### config.mk
export PLATFORM = sky130hd
export DESIGN_NAME = pipe_ctrl_flat
export DESIGN_NICKNAME = d
export VERILOG_FILES = /design/src/rtl/pipe_ctrl_if.sv /design/src/rtl/pipe_ctrl.sv /design/src/flat_wrapper.sv
export SDC_FILE = /design/constraint.sdc
export NUM_CORES = 1
export LEC_CHECK = 0
export CORE_MARGIN = 4
export CORE_UTILIZATION = 35
export DETAILED_ROUTE_END_ITERATION = 10
export GPL_ROUTABILITY_DRIVEN = 0
export PLACE_DENSITY = 0.86
export SLEW_MARGIN = 10
export SYNTH_ARGS = -nofsm -noshare
export SYNTH_HDL_FRONTEND = slang
export SYNTH_SLANG_ARGS = --single-unit
### constraint.sdc
create_clock -name clk -period 2 [get_ports clk]
set_clock_uncertainty 0.1 [all_clocks]
set_input_delay 0.4 -clock clk [delete_from_list [all_inputs] [get_ports clk]]
set_output_delay 0.4 -clock clk [all_outputs]
set_load 0.02 [all_outputs]
### src/rtl/pipe_ctrl_if.sv
// Pipeline control bus for pipe_ctrl: stall requests and exception/eret
// events coming up from the stages, and stall, flush and redirect outputs
// going back down to them. The master side is the datapath and the slave
// side is the sequencer.
interface pipe_ctrl_if;
  logic        stallreq_id;
  logic        stallreq_ex;
  logic        stallreq_mem;
  logic        excp_req;
  logic [31:0] excp_vec;
  logic        eret_req;
  logic [31:0] epc;
  logic [5:0]  stall;
  logic        flush;
  logic [31:0] new_pc;
  logic        stall_timeout;
  logic [31:0] perf_stall_cycles;
  logic [31:0] perf_flushes;

  modport master (
    output stallreq_id, stallreq_ex, stallreq_mem,
    output excp_req, excp_vec, eret_req, epc,
    input  stall, flush, new_pc, stall_timeout,
    input  perf_stall_cycles, perf_flushes
  );

  modport slave (
    input  stallreq_id, stallreq_ex, stallreq_mem,
    input  excp_req, excp_vec, eret_req, epc,
    output stall, flush, new_pc, stall_timeout,
    output perf_stall_cycles, perf_flushes
  );
endinterface

### src/rtl/pipe_ctrl.sv
// pipe_ctrl: central sequencer for the five-stage core.
// - Merges ID/EX/MEM stall requests into a per-register hold vector
//   (bit0 pc, bit1 if_id, bit2 id_ex, bit3 ex_mem, bit4 mem_wb, bit5 wb).
// - RUN/FLUSH FSM turns an exception or eret into a flush pulse that lasts
//   FLUSH_CYCLES cycles, together with the redirect PC.
// - Watchdog raises a sticky stall_timeout once the pipe has been held for
//   STALL_LIMIT consecutive cycles.
// Optional feature macro: PIPE_PERF_EN builds the stall-cycle and flush
// performance counters; without it both perf outputs are tied to zero.
module pipe_ctrl #(
  parameter int FLUSH_CYCLES = 1,
  parameter int STALL_LIMIT  = 255
) (
  input  logic        clk,
  input  logic        rst,
  pipe_ctrl_if.slave  bus
);

  typedef enum logic {
    RUN   = 1'b0,
    FLUSH = 1'b1
  } state_t;

  localparam logic [3:0]  FLUSH_INIT = 4'(FLUSH_CYCLES - 1);
  localparam logic [15:0] WD_LIMIT   = 16'(STALL_LIMIT);

  state_t      state;
  state_t      state_nxt;
  logic [3:0]  fcnt;
  logic [3:0]  fcnt_nxt;
  logic        flush_q;
  logic        flush_nxt;
  logic [31:0] new_pc_q;
  logic [31:0] new_pc_nxt;
  logic        accept_c;
  logic        event_c;
  logic [5:0]  stall_c;
  logic        stalled_c;
  logic [15:0] wd_cnt;
  logic [15:0] wd_inc;
  logic        timeout_q;

  // Watchdog increment that sticks at all-ones instead of wrapping.
  function automatic logic [15:0] sat_inc16(input logic [15:0] v);
    return (v == 16'hFFFF) ? v : v + 16'd1;
  endfunction

  // Deepest requesting stage wins: a hold at stage k also holds every
  // register upstream of it so nothing gets overwritten.
  function automatic logic [5:0] stall_mask(input logic id,
                                            input logic ex,
                                            input logic mem);
    logic [5:0] m;
    m = 6'b000000;
    if (mem)     m = 6'b011111;
    else if (ex) m = 6'b001111;
    else if (id) m = 6'b000111;
    return m;
  endfunction

  assign event_c   = bus.excp_req | bus.eret_req;
  assign stalled_c = |stall_c;
  assign wd_inc    = sat_inc16(wd_cnt);

  // Same-cycle stall vector; forced low during reset and while flushing,
  // since a flush discards whatever the stages were waiting on.
  always_comb begin
    stall_c = 6'b000000;
    if (!rst && state == RUN)
      stall_c = stall_mask(bus.stallreq_id, bus.stallreq_ex, bus.stallreq_mem);
  end

  // Next-state logic: accept one event in RUN, then count out the flush.
  always_comb begin
    state_nxt  = state;
    flush_nxt  = flush_q;
    fcnt_nxt   = fcnt;
    new_pc_nxt = new_pc_q;
    accept_c   = 1'b0;
    case (state)
      RUN: begin
        if (event_c) begin
          state_nxt  = FLUSH;
          flush_nxt  = 1'b1;
          fcnt_nxt   = FLUSH_INIT;
          // Exception outranks eret when both commit together.
          new_pc_nxt = bus.excp_req ? bus.excp_vec : bus.epc;
          accept_c   = 1'b1;
        end
      end
      FLUSH: begin
        // Events arriving here are dropped; the redirect is already chosen.
        if (fcnt == 4'd0) begin
          state_nxt = RUN;
          flush_nxt = 1'b0;
        end else begin
          fcnt_nxt = fcnt - 4'd1;
        end
      end
    endcase
  end

  // FSM state, flush pulse and redirect target registers.
  always_ff @(posedge clk) begin
    if (rst) begin
      state    <= RUN;
      flush_q  <= 1'b0;
      fcnt     <= 4'd0;
      new_pc_q <= 32'd0;
    end else begin
      state    <= state_nxt;
      flush_q  <= flush_nxt;
      fcnt     <= fcnt_nxt;
      new_pc_q <= new_pc_nxt;
    end
  end

  // Watchdog: count consecutive stalled edges; the flag latches until reset.
  always_ff @(posedge clk) begin
    if (rst) begin
      wd_cnt    <= 16'd0;
      timeout_q <= 1'b0;
    end else if (stalled_c) begin
      wd_cnt <= wd_inc;
      if (wd_inc >= WD_LIMIT)
        timeout_q <= 1'b1;
    end else begin
      wd_cnt <= 16'd0;
    end
  end

  assign bus.stall         = stall_c;
  assign bus.flush         = flush_q;
  assign bus.new_pc        = new_pc_q;
  assign bus.stall_timeout = timeout_q;

`ifdef PIPE_PERF_EN
  logic [31:0] perf_stall_q;
  logic [31:0] perf_flush_q;

  // Free-running performance counters, wrapping modulo 2^32.
  always_ff @(posedge clk) begin
    if (rst) begin
      perf_stall_q <= 32'd0;
      perf_flush_q <= 32'd0;
    end else begin
      if (stalled_c)
        perf_stall_q <= perf_stall_q + 32'd1;
      if (accept_c)
        perf_flush_q <= perf_flush_q + 32'd1;
    end
  end

  assign bus.perf_stall_cycles = perf_stall_q;
  assign bus.perf_flushes      = perf_flush_q;
`else
  assign bus.perf_stall_cycles = 32'd0;
  assign bus.perf_flushes      = 32'd0;
`endif

endmodule

### src/flat_wrapper.sv
// flat-port wrapper written by rule: the top's interface ports become plain ports
module pipe_ctrl_flat 
#(
  parameter int FLUSH_CYCLES = 1,
  parameter int STALL_LIMIT  = 255
)
  (clk, rst, bus_stallreq_id, bus_stallreq_ex, bus_stallreq_mem, bus_excp_req, bus_excp_vec, bus_eret_req, bus_epc, bus_stall, bus_flush, bus_new_pc, bus_stall_timeout, bus_perf_stall_cycles, bus_perf_flushes);
  pipe_ctrl_if bus_i ();
  input  logic clk;
  input  logic rst;
  input wire logic [$bits(bus_i.stallreq_id)-1:0] bus_stallreq_id;
  input wire logic [$bits(bus_i.stallreq_ex)-1:0] bus_stallreq_ex;
  input wire logic [$bits(bus_i.stallreq_mem)-1:0] bus_stallreq_mem;
  input wire logic [$bits(bus_i.excp_req)-1:0] bus_excp_req;
  input wire logic [$bits(bus_i.excp_vec)-1:0] bus_excp_vec;
  input wire logic [$bits(bus_i.eret_req)-1:0] bus_eret_req;
  input wire logic [$bits(bus_i.epc)-1:0] bus_epc;
  output wire logic [$bits(bus_i.stall)-1:0] bus_stall;
  output wire logic [$bits(bus_i.flush)-1:0] bus_flush;
  output wire logic [$bits(bus_i.new_pc)-1:0] bus_new_pc;
  output wire logic [$bits(bus_i.stall_timeout)-1:0] bus_stall_timeout;
  output wire logic [$bits(bus_i.perf_stall_cycles)-1:0] bus_perf_stall_cycles;
  output wire logic [$bits(bus_i.perf_flushes)-1:0] bus_perf_flushes;
  assign bus_i.stallreq_id = bus_stallreq_id;
  assign bus_i.stallreq_ex = bus_stallreq_ex;
  assign bus_i.stallreq_mem = bus_stallreq_mem;
  assign bus_i.excp_req = bus_excp_req;
  assign bus_i.excp_vec = bus_excp_vec;
  assign bus_i.eret_req = bus_eret_req;
  assign bus_i.epc = bus_epc;
  assign bus_stall = bus_i.stall;
  assign bus_flush = bus_i.flush;
  assign bus_new_pc = bus_i.new_pc;
  assign bus_stall_timeout = bus_i.stall_timeout;
  assign bus_perf_stall_cycles = bus_i.perf_stall_cycles;
  assign bus_perf_flushes = bus_i.perf_flushes;
  pipe_ctrl #(.FLUSH_CYCLES(FLUSH_CYCLES), .STALL_LIMIT(STALL_LIMIT)) u_core (.clk(clk), .rst(rst), .bus(bus_i));
endmodule
# Yosys cells after proc, flatten, opt, wreduce, memory -nomap -nowiden
# Cells that the tools add are included.
totals:
  mem_bits_ro: 0
  ramBits: 0
  inputBits: 71
  latchBits: 0
  output_inout_bits: 104
  reg_bits: 55
  mem_count: 0
op_classes:
  n_shift: 0
  n_addsub: 2
  n_mux: 15
  n_mul: 0
  div_mod_pow: 0
  eq_ne: 4
  n_reduce_logical: 9
  bitwise_logic: 3
  magnitude_cmp: 1
ops:
  columns: ["operator", "count"]
  rows:
  - ["2-to-1 mux 32 bit", 1]
  - ["2-to-1 mux 6 bit", 3]
  - ["adder 16 x 1 -> 16 bit, second input constant", 1]
  - ["equality test 16 bit, second input constant", 1]
  - [">= comparator 16 x 8 -> 1 bit, second input constant", 1]
  - ["2-to-1 mux 16 bit", 1]
  - ["2-to-1 mux 4 bit", 2]
  - ["case mux 4 bit (2 select lines)", 1]
  - ["AND reduction 2 bit", 4]
  - ["OR reduction 6 bit", 1]
  - ["logical NOT 4 bit", 1]
  - ["2-to-1 mux 1 bit", 4]
  - ["inequality test 2 bit, second input constant", 2]
  - ["case mux 1 bit (2 select lines)", 2]
  - ["subtractor 4 x 1 -> 4 bit, second input constant", 1]
  - ["2-to-1 mux 3 bit", 1]
  - ["inequality test 2 x 1 -> 1 bit, second input constant", 1]
  - ["inverter 1 bit", 2]
  - ["OR reduction 2 bit", 1]
  - ["logical AND 1 bit", 1]
  - ["logical NOT 1 bit", 1]
  - ["bitwise OR 1 bit", 1]

# Logic depth before layout (Yosys ltp)
# Gate-level depths: netlist of run 1.
logic_depth:
  word_depth: 7
  depth_mapped: 8
  ltp_nobuf: 7

# Worst setup path after synthesis of run 1
# No wires, ideal clock.
synth_path:
  path_kind: "register to register"
  from: "register u_core.wd_cnt[0]"
  to: "register u_core.timeout_q (netlist: u_core.bus.stall_timeout)"
  path_stages_with_launch: 8
  t_arrival_ps: 1990
  required_time_ps: 1809
  setup_slack_ps: -181
  path_buffers: 1
  synth_period_minus_slack_ps: 2181
  path_cell_list: "dfxtp_1 ha_1 and3_2 clkbuf_1 a31oi_1 a31o_1 or4_1 a311oi_1"
synth_via:
  elab_chain_cells: 4
synth_rtl:
  columns: ["element", "line_no", "source"]
  rows:
  - ["start: declaration", "pipe_ctrl.sv:39", "logic [15:0] wd_cnt;"]
  - ["start signal: assignment", "pipe_ctrl.sv:124", "wd_cnt <= wd_inc;"]
  - ["adder 16 x 1 -> 16 bit / equality test 16 bit (equally long branches)", "pipe_ctrl.sv:45", "return (v == 16'hFFFF) ? v : v + 16'd1;"]
  - ["2-to-1 mux 16 bit (*)", "pipe_ctrl.sv:45", null]
  - [">= comparator 16 x 8 -> 1 bit (*)", "pipe_ctrl.sv:125", "if (wd_inc >= WD_LIMIT)"]
  - ["AND reduction 2 bit (no source line) (*)", null, null]
  - ["end signal: assignment", "pipe_ctrl.sv:122", "timeout_q <= 1'b0;"]
  - ["end signal: assignment", "pipe_ctrl.sv:126", "timeout_q <= 1'b1;"]
  - ["end: declaration", "pipe_ctrl.sv:41", "logic timeout_q;"]
# Every way passes the cells marked *; elsewhere a longest branch is shown, timed or not.
# A chain may end at the register's enable or synchronous reset.

# Final worst setup path of run 1
layout_path:
  from: "register u_core.wd_cnt[12]"
  to: "register u_core.timeout_q (netlist: u_core.bus.stall_timeout)"
# The elaborated chain is that of the path after synthesis.

==> results.toml, run 1 <==
[status]
status = "finished, violations left"
violations = "negative setup slack"

[setup_path]
crit_slowest_cell = "or4_1"
rr_startpoint = "u_core.wd_cnt[12]"
critPathKind = "reg2reg"
cp_data_arrival_time_ns = 2.12
r2r_slack_ns = -0.002
path_cells = "nand2_2 -> nor3_4 -> buf_4 -> nand2_2 -> o21a_1 -> or4_1 -> a311oi_1"
crit_path_end = "u_core.bus.stall_timeout"
endpoint_kind = "flip-flop"
path_common_cell = "nand2_2"
startpoint_type = "flip-flop"
rr_endpoint = "u_core.bus.stall_timeout"
critPathRequiredTime_ns = 2.12
crit_path_max_incr_delay_ns = 0.40
critPathLaunch = "u_core.wd_cnt[12]"
cp_max_fo = 4
r2r_cells = 7

[logic_synthesis]
synth-simple-area-share_pct = 16.2
synth-edff-count = 0
ys_types = 41
synthAdderAreaFrac_pct = 1.21
ys_top_cells_by_area = "dfxtp_1 (35%), buf_4 (16%), mux2i_1 (11%)"
synth_area_mm2 = 0.00311
synth_top_family_by_area = "buffers and inverters"
ys.flop_type = "dfxtp_1"
synth_top_area_share_pct = 35.4
synth_most_common_cell = "buf_4"
synth-xor-area-share_pct = 2.26
yosysSeqAreaShare_pct = 35.4
ys_ff_latch = 55
synth.avg_cell_area_um2 = 8.61
yosysTopAreaCell = "dfxtp_1"
async_reset_ff_share_pct = 0
synth_compound_area_share_pct = 14.1
netlist_top_cells_count = "buf_4 (68), nor2_1 (56), dfxtp_1 (55)"
yosys_warnings = 0
synthMuxAreaShare_pct = 11.0
postSynthCellCount = 361

[layout]
syn_to_final_growth_pct = 42.7
finish.utilization_pct = 51.1
fill_cells = 789
drive_gt1_share_pct = 14.6
finalNetCount = 567
antennaDiodeCount = 0

[power_and_ir_drop]
p_leak_nw = 1.87
power_density_mw_per_mm2 = 598
ir_drop_mv = 0.304

[grt]
grt_pass1_vias = 2665
grt_pass1_wl_um = 12100
grt_start_max_net_pins = 57
grt_antenna_before_repair = 0
grt-ovfl-total = 0
track_usage_pct = 14.3

[clock_tree]
numClockSinks = 55
clock_latency_ns = 0.31
clk_pin_slew_ns = 0.10
h-tree-depth = 2
cts_buffer_depth = 2
cts_tree = "done"
root_buffer = "clkbuf_8"
cts_hold_buf = 0
numCtsBuffers = 5

[floorplan]
die_h_um = 102
rows = 34
dieArea_mm2 = 0.0104
core_mm2 = 0.00868
start_util_pct = 35.8
die_x_um = 102
boundaryPins = 175

[timing]
finalSetupViolations = 1
finalWorstSetupSlack_ns = -0.00217
timing.fmax_mhz = 499
holdWs_ns = 0.392
fin_crit_ns = 2.00
hold_viol = 0
final_max_slew_viol_count = 0
tns_ns = -0.00217
period_share_pct = 100
grt_setup_unrepaired = "true"

[run]
cap_violations = 0

[route]
routed_wl_um = 8040
ant_nets = 0
num_vias = 2797
first_pass_iters = 4
drc_errors = 0
viasPerCell = 4.65
drt_iter0_markers = 74
post_drt_wl_per_cell_um = 13.4

[min_path]
hold_path.class = "reg2reg"

[placement]
io_buffers = 109
hpwl_um = 6490
[per-layer routing]
layer	up-vias	global-route usage (%)	share of wire [%]
met5	-	0	0
met4	0	5.25	2.3
met3	16	2.59	7.0
met2	105	28.3	53
met1	1279	14.9	37
li1	1397	-	-
[worst min path at each step]
stage / slack, ns / end / from / cells after the start
6_report: 0.39 / u_core.fcnt[3] / u_core.fcnt[3] / 1
5_1_grt: 0.42 / u_core.fcnt[3] / u_core.fcnt[3] / 1
4_1_cts: 0.38 / u_core.fcnt[3] / u_core.fcnt[3] / 1
3_5_place_dp: 0.36 / u_core.fcnt[3] / u_core.fcnt[3] / 1
3_3_place_gp: 0.36 / u_core.fcnt[3] / u_core.fcnt[3] / 1
2_1_floorplan: 0.34 / u_core.fcnt[3] / u_core.fcnt[3] / 1
[sequential cells by signal, summed over array words and instances, names as in the netlist]
signal	flops
u_core.bus.new_pc	32
u_core.wd_cnt	16
u_core.fcnt	4
u_core.bus.flush	1
u_core.bus.stall_timeout	1
u_core.state	1
[logic make-up after synthesis]
family,after synthesis
AOI/OAI and AO/OA,62
other,1
and+or+nand+nor,105
DFF,55
adders and majority gates,3
xor gates and xnor gates,8
muxes,34
buffers and inverters,93
[through the flow]
step	std cells	cell area (um^2)	power (mW)	setup WS, ns
2_1_floorplan	425	3370	1.78	0.00159
3_3_place_gp	590	4280	2.04	-0.551
3_5_place_dp	590	4280	2.06	-0.630
4_1_cts	600	4400	2.68	0.000493
5_1_grt	602	4430	2.80	-0.101
6_report	602	4430	2.65	-0.00217
[report_power, final]
| part | internal (mW) | switching [mW] | leakage [nW] | total, mW |
|---|---|---|---|---|
| sequential | 1.18 | 0.0432 | 0.455 | 1.22 |
| clock | 0.248 | 0.361 | 0.0452 | 0.610 |
| combinational | 0.378 | 0.444 | 1.37 | 0.822 |
[repair_timing]
item,4_1_cts,5_1_grt
resized for setup,28,5
buffers inserted,2,2
endpoints found under the setup margin,6,4
hold endpoints to repair,0,0
pin swaps,6,2
gates cloned,0,0
[worst max-delay path, delay by kind of cell, from the launching register on]
kind,cells,cell delay (ns)
AO/OA/AOI/OAI,2,0.42
flip-flops,1,0.38
AND/OR/NAND/NOR,4,0.83
buffers and inverters,1,0.17
[layout by cell type, fill, tap and decap left out, types with 3 or more instances in the layout]
cell             Yosys  layout
nand3_1              8       7
buf_4               68      36
dfxtp_2              0       3
nor3_1               8       7
and2_1               3       3
inv_1                7       6
conb_1               1      65
clkdlybuf4s50_1      0     100
dfxtp_1             55      50
nand2_1             15      13
clkbuf_8             0       5
a211oi_1            34      33
xnor2_1              6       6
dlygate4sd2_1        0       4
a21oi_1              8       7
buf_2                0       3
nor2_1              56      54
o21ai_0              3       3
a31oi_1              7       7
mux2i_1             34      34
[area by class of cell]
class	instances	area (um^2)	share of cell area [%]
clock buffer	6	72.6	1.64
clock inverter	2	13.8	0.310
inverter	7	26.3	0.593
multi-input combinational	277	1700	38.3
sequential	55	1110	25.1
tap	108	135	3.05
timing repair buffer	147	1380	31.0
Power figures use the tool's default switching activity.
==> run 2, diff against run 1 <==
--- a/config.mk
+++ b/config.mk
@@ -9,6 +9,7 @@
 export CORE_UTILIZATION = 35
 export DETAILED_ROUTE_END_ITERATION = 10
 export GPL_ROUTABILITY_DRIVEN = 0
+export GPL_TIMING_DRIVEN = 0
 export PLACE_DENSITY = 0.86
 export SLEW_MARGIN = 10
 export SYNTH_ARGS = -nofsm -noshare
==> constraint.sdc (replaced) <==
create_clock -name clk -period 2 [get_ports clk]
set_clock_uncertainty 0.1 [all_clocks]
set_input_delay 0.2 -clock clk [delete_from_list [all_inputs] [get_ports clk]]
set_output_delay 0.2 -clock clk [all_outputs]
set_load 0.02 [all_outputs]
==> run 2 against run 1 <==
  * Fmax is 4.9% lower
  * The flow still finishes with violations (negative setup slack)
  * Largest cell class is now non-clock buffers
  * Non-clock buffer count is 64 higher
  * First-iteration DRC count is 43% higher
  * Core utilization is 5.4 points higher
==> results.toml, run 2 (synthesis gave the netlist of run 1 again) <==
[status]
status = "finished, violations left"
violations = "negative setup slack"

[power_and_ir_drop]
power_density_mw_per_mm2 = 567
ir_drop_mv = 0.307
power_mw = 2.78
p_leak_nw = 2.19

[clock_tree]
root_buffer = "clkbuf_8"
cts_tree = "done"
numCtsBuffers = 5
cts_buffer_depth = 2
h-tree-depth = 2
clk_pin_slew_ns = 0.10
clock_latency_ns = 0.31
numClockSinks = 55

[setup_path]
cp_top_family = "simple AND/OR/NAND/NOR gates"
cp_max_fo = 5
critical_path_depth = 7
endpoint_kind = "flip-flop"
crit_slowest_cell = "or4_4"
critPathRequiredTime_ns = 2.13
cp_data_arrival_time_ns = 2.23
critPathBufInv = 1
critPathKind = "reg2reg"
path_cells = "buf_6 -> nand3_4 -> nor3_4 -> nand2_1 -> a31o_1 -> or4_4 -> a311oi_2"
startpoint_type = "flip-flop"
crit_path_max_incr_delay_ns = 0.54
r2r_cells = 7

[min_path]
hold_path.class = "in2reg"
hold_path_depth = 3

[floorplan]
start_util_pct = 35.8
die_x_um = 102
core_mm2 = 0.00868
rows = 34
boundaryPins = 175
dieArea_mm2 = 0.0104
die_h_um = 102

[grt]
grt_antenna_before_repair = 0
grt_start_max_net_pins = 19
grt_pass1_wl_um = 14100
grt_pass1_vias = 2915
track_usage_pct = 16.9
grt-ovfl-total = 0

[timing]
timing.fmax_mhz = 475
period_share_pct = 105
grt_setup_unrepaired = "true"
hold_viol = 0
fin_crit_ns = 2.10
max_slew_margin_pct = 43.7
finalWorstSetupSlack_ns = -0.105
finalSetupViolations = 1
worst_slew_pin_slew_ns = 0.844
final_max_slew_viol_count = 0

[layout]
fill_cells = 753
antennaDiodeCount = 0
layout_commonest_cell = "clkdlybuf4s50_1"
finalNetCount = 631
drive_gt1_share_pct = 23.1
stdcell_area_mm2 = 0.00491
multi_input_area_mm2 = 0.00174
largest_reg_flops = 32
syn_to_final_growth_pct = 57.9
regArea_mm2 = 0.00112
finish.utilization_pct = 56.5
mostFrequentLayoutCells = "clkdlybuf4s50_1 (103), buf_4 (85), conb_1 (65), nor2_1 (55), dfxtp_1 (42)"

[placement]
io_buffers = 108
postPlaceCellArea_mm2 = 0.00459
hpwl_um = 7070
pre_cts_slack_ns = -0.571

[route]
routed_wl_um = 9350
viasPerCell = 4.62
drt_iter0_markers = 106
post_drt_wl_per_cell_um = 14.0
first_pass_iters = 4
num_vias = 3078
ant_nets = 0
drc_errors = 0

[run]
cap_violations = 0
## run 2: changes by cell type in the layout (fill, tap and decap cells not counted), sizes merged
cell           change
buf               +47
clkbuf            +16
clkdlybuf4s50      +3
clkinv             -2
clkinvlp           +1
dlygate4sd2        -2
inv                +1
## run 2: stage by stage
stage,TNS (ns),cells,hold slack (ns)
floorplan,0,425,0.334
global placement,-7.17,641,0.356
detailed placement,-7.26,641,0.374
CTS,-0.0572,665,0.301
global route,-0.211,666,0.308
finish,-0.105,666,0.311
## run 2: layout make-up
type                    count  share of cell area (%)
clock inverters             2                   0.332
flip-flops and latches     55                    22.9
clock buffers               6                    1.48
plain buffers              85                    12.0
inverters                   7                   0.536
repair buffers            126                    24.6
well taps                 108                    2.75
multi-input cells         277                    35.4
## run 2: report_power, final
part / switching [mW] / internal, mW / total (mW)
clock: 0.368 / 0.253 / 0.621
sequential: 0.0477 / 1.18 / 1.22
combinational: 0.477 / 0.458 / 0.935
## run 2: final timing paths
path	startpoint	end	slack [ns]
worst max register to register	u_core.wd_cnt[13]	u_core.bus.stall_timeout	-0.10
worst min register to register	u_core.bus.new_pc[8]	u_core.bus.new_pc[8]	0.40
worst max-delay path	u_core.wd_cnt[13]	u_core.bus.stall_timeout	-0.10
worst min-delay path	bus_excp_req	u_core.bus.new_pc[25]	0.31
## run 2: worst min-delay path, stage by stage
cell	delay (ns)
clkbuf_1	0.17
mux2i_1	0.22
a211oi_1	0.09
## run 2: timing repair
item,4_1_cts,5_1_grt
hold buffers,0,0
pin swaps,8,0
setup buffers,17,1
gates cloned,0,0
endpoints found under the setup margin,5,6
resized for setup,32,9
## run 2: metal layers
| metal | track usage [%] | part of all wire (%) |
|---|---|---|
| met5 | 0 | 0 |
| met4 | 5.15 | 1.9 |
| met3 | 2.59 | 7.4 |
| met2 | 32.7 | 54 |
| met1 | 18.8 | 37 |
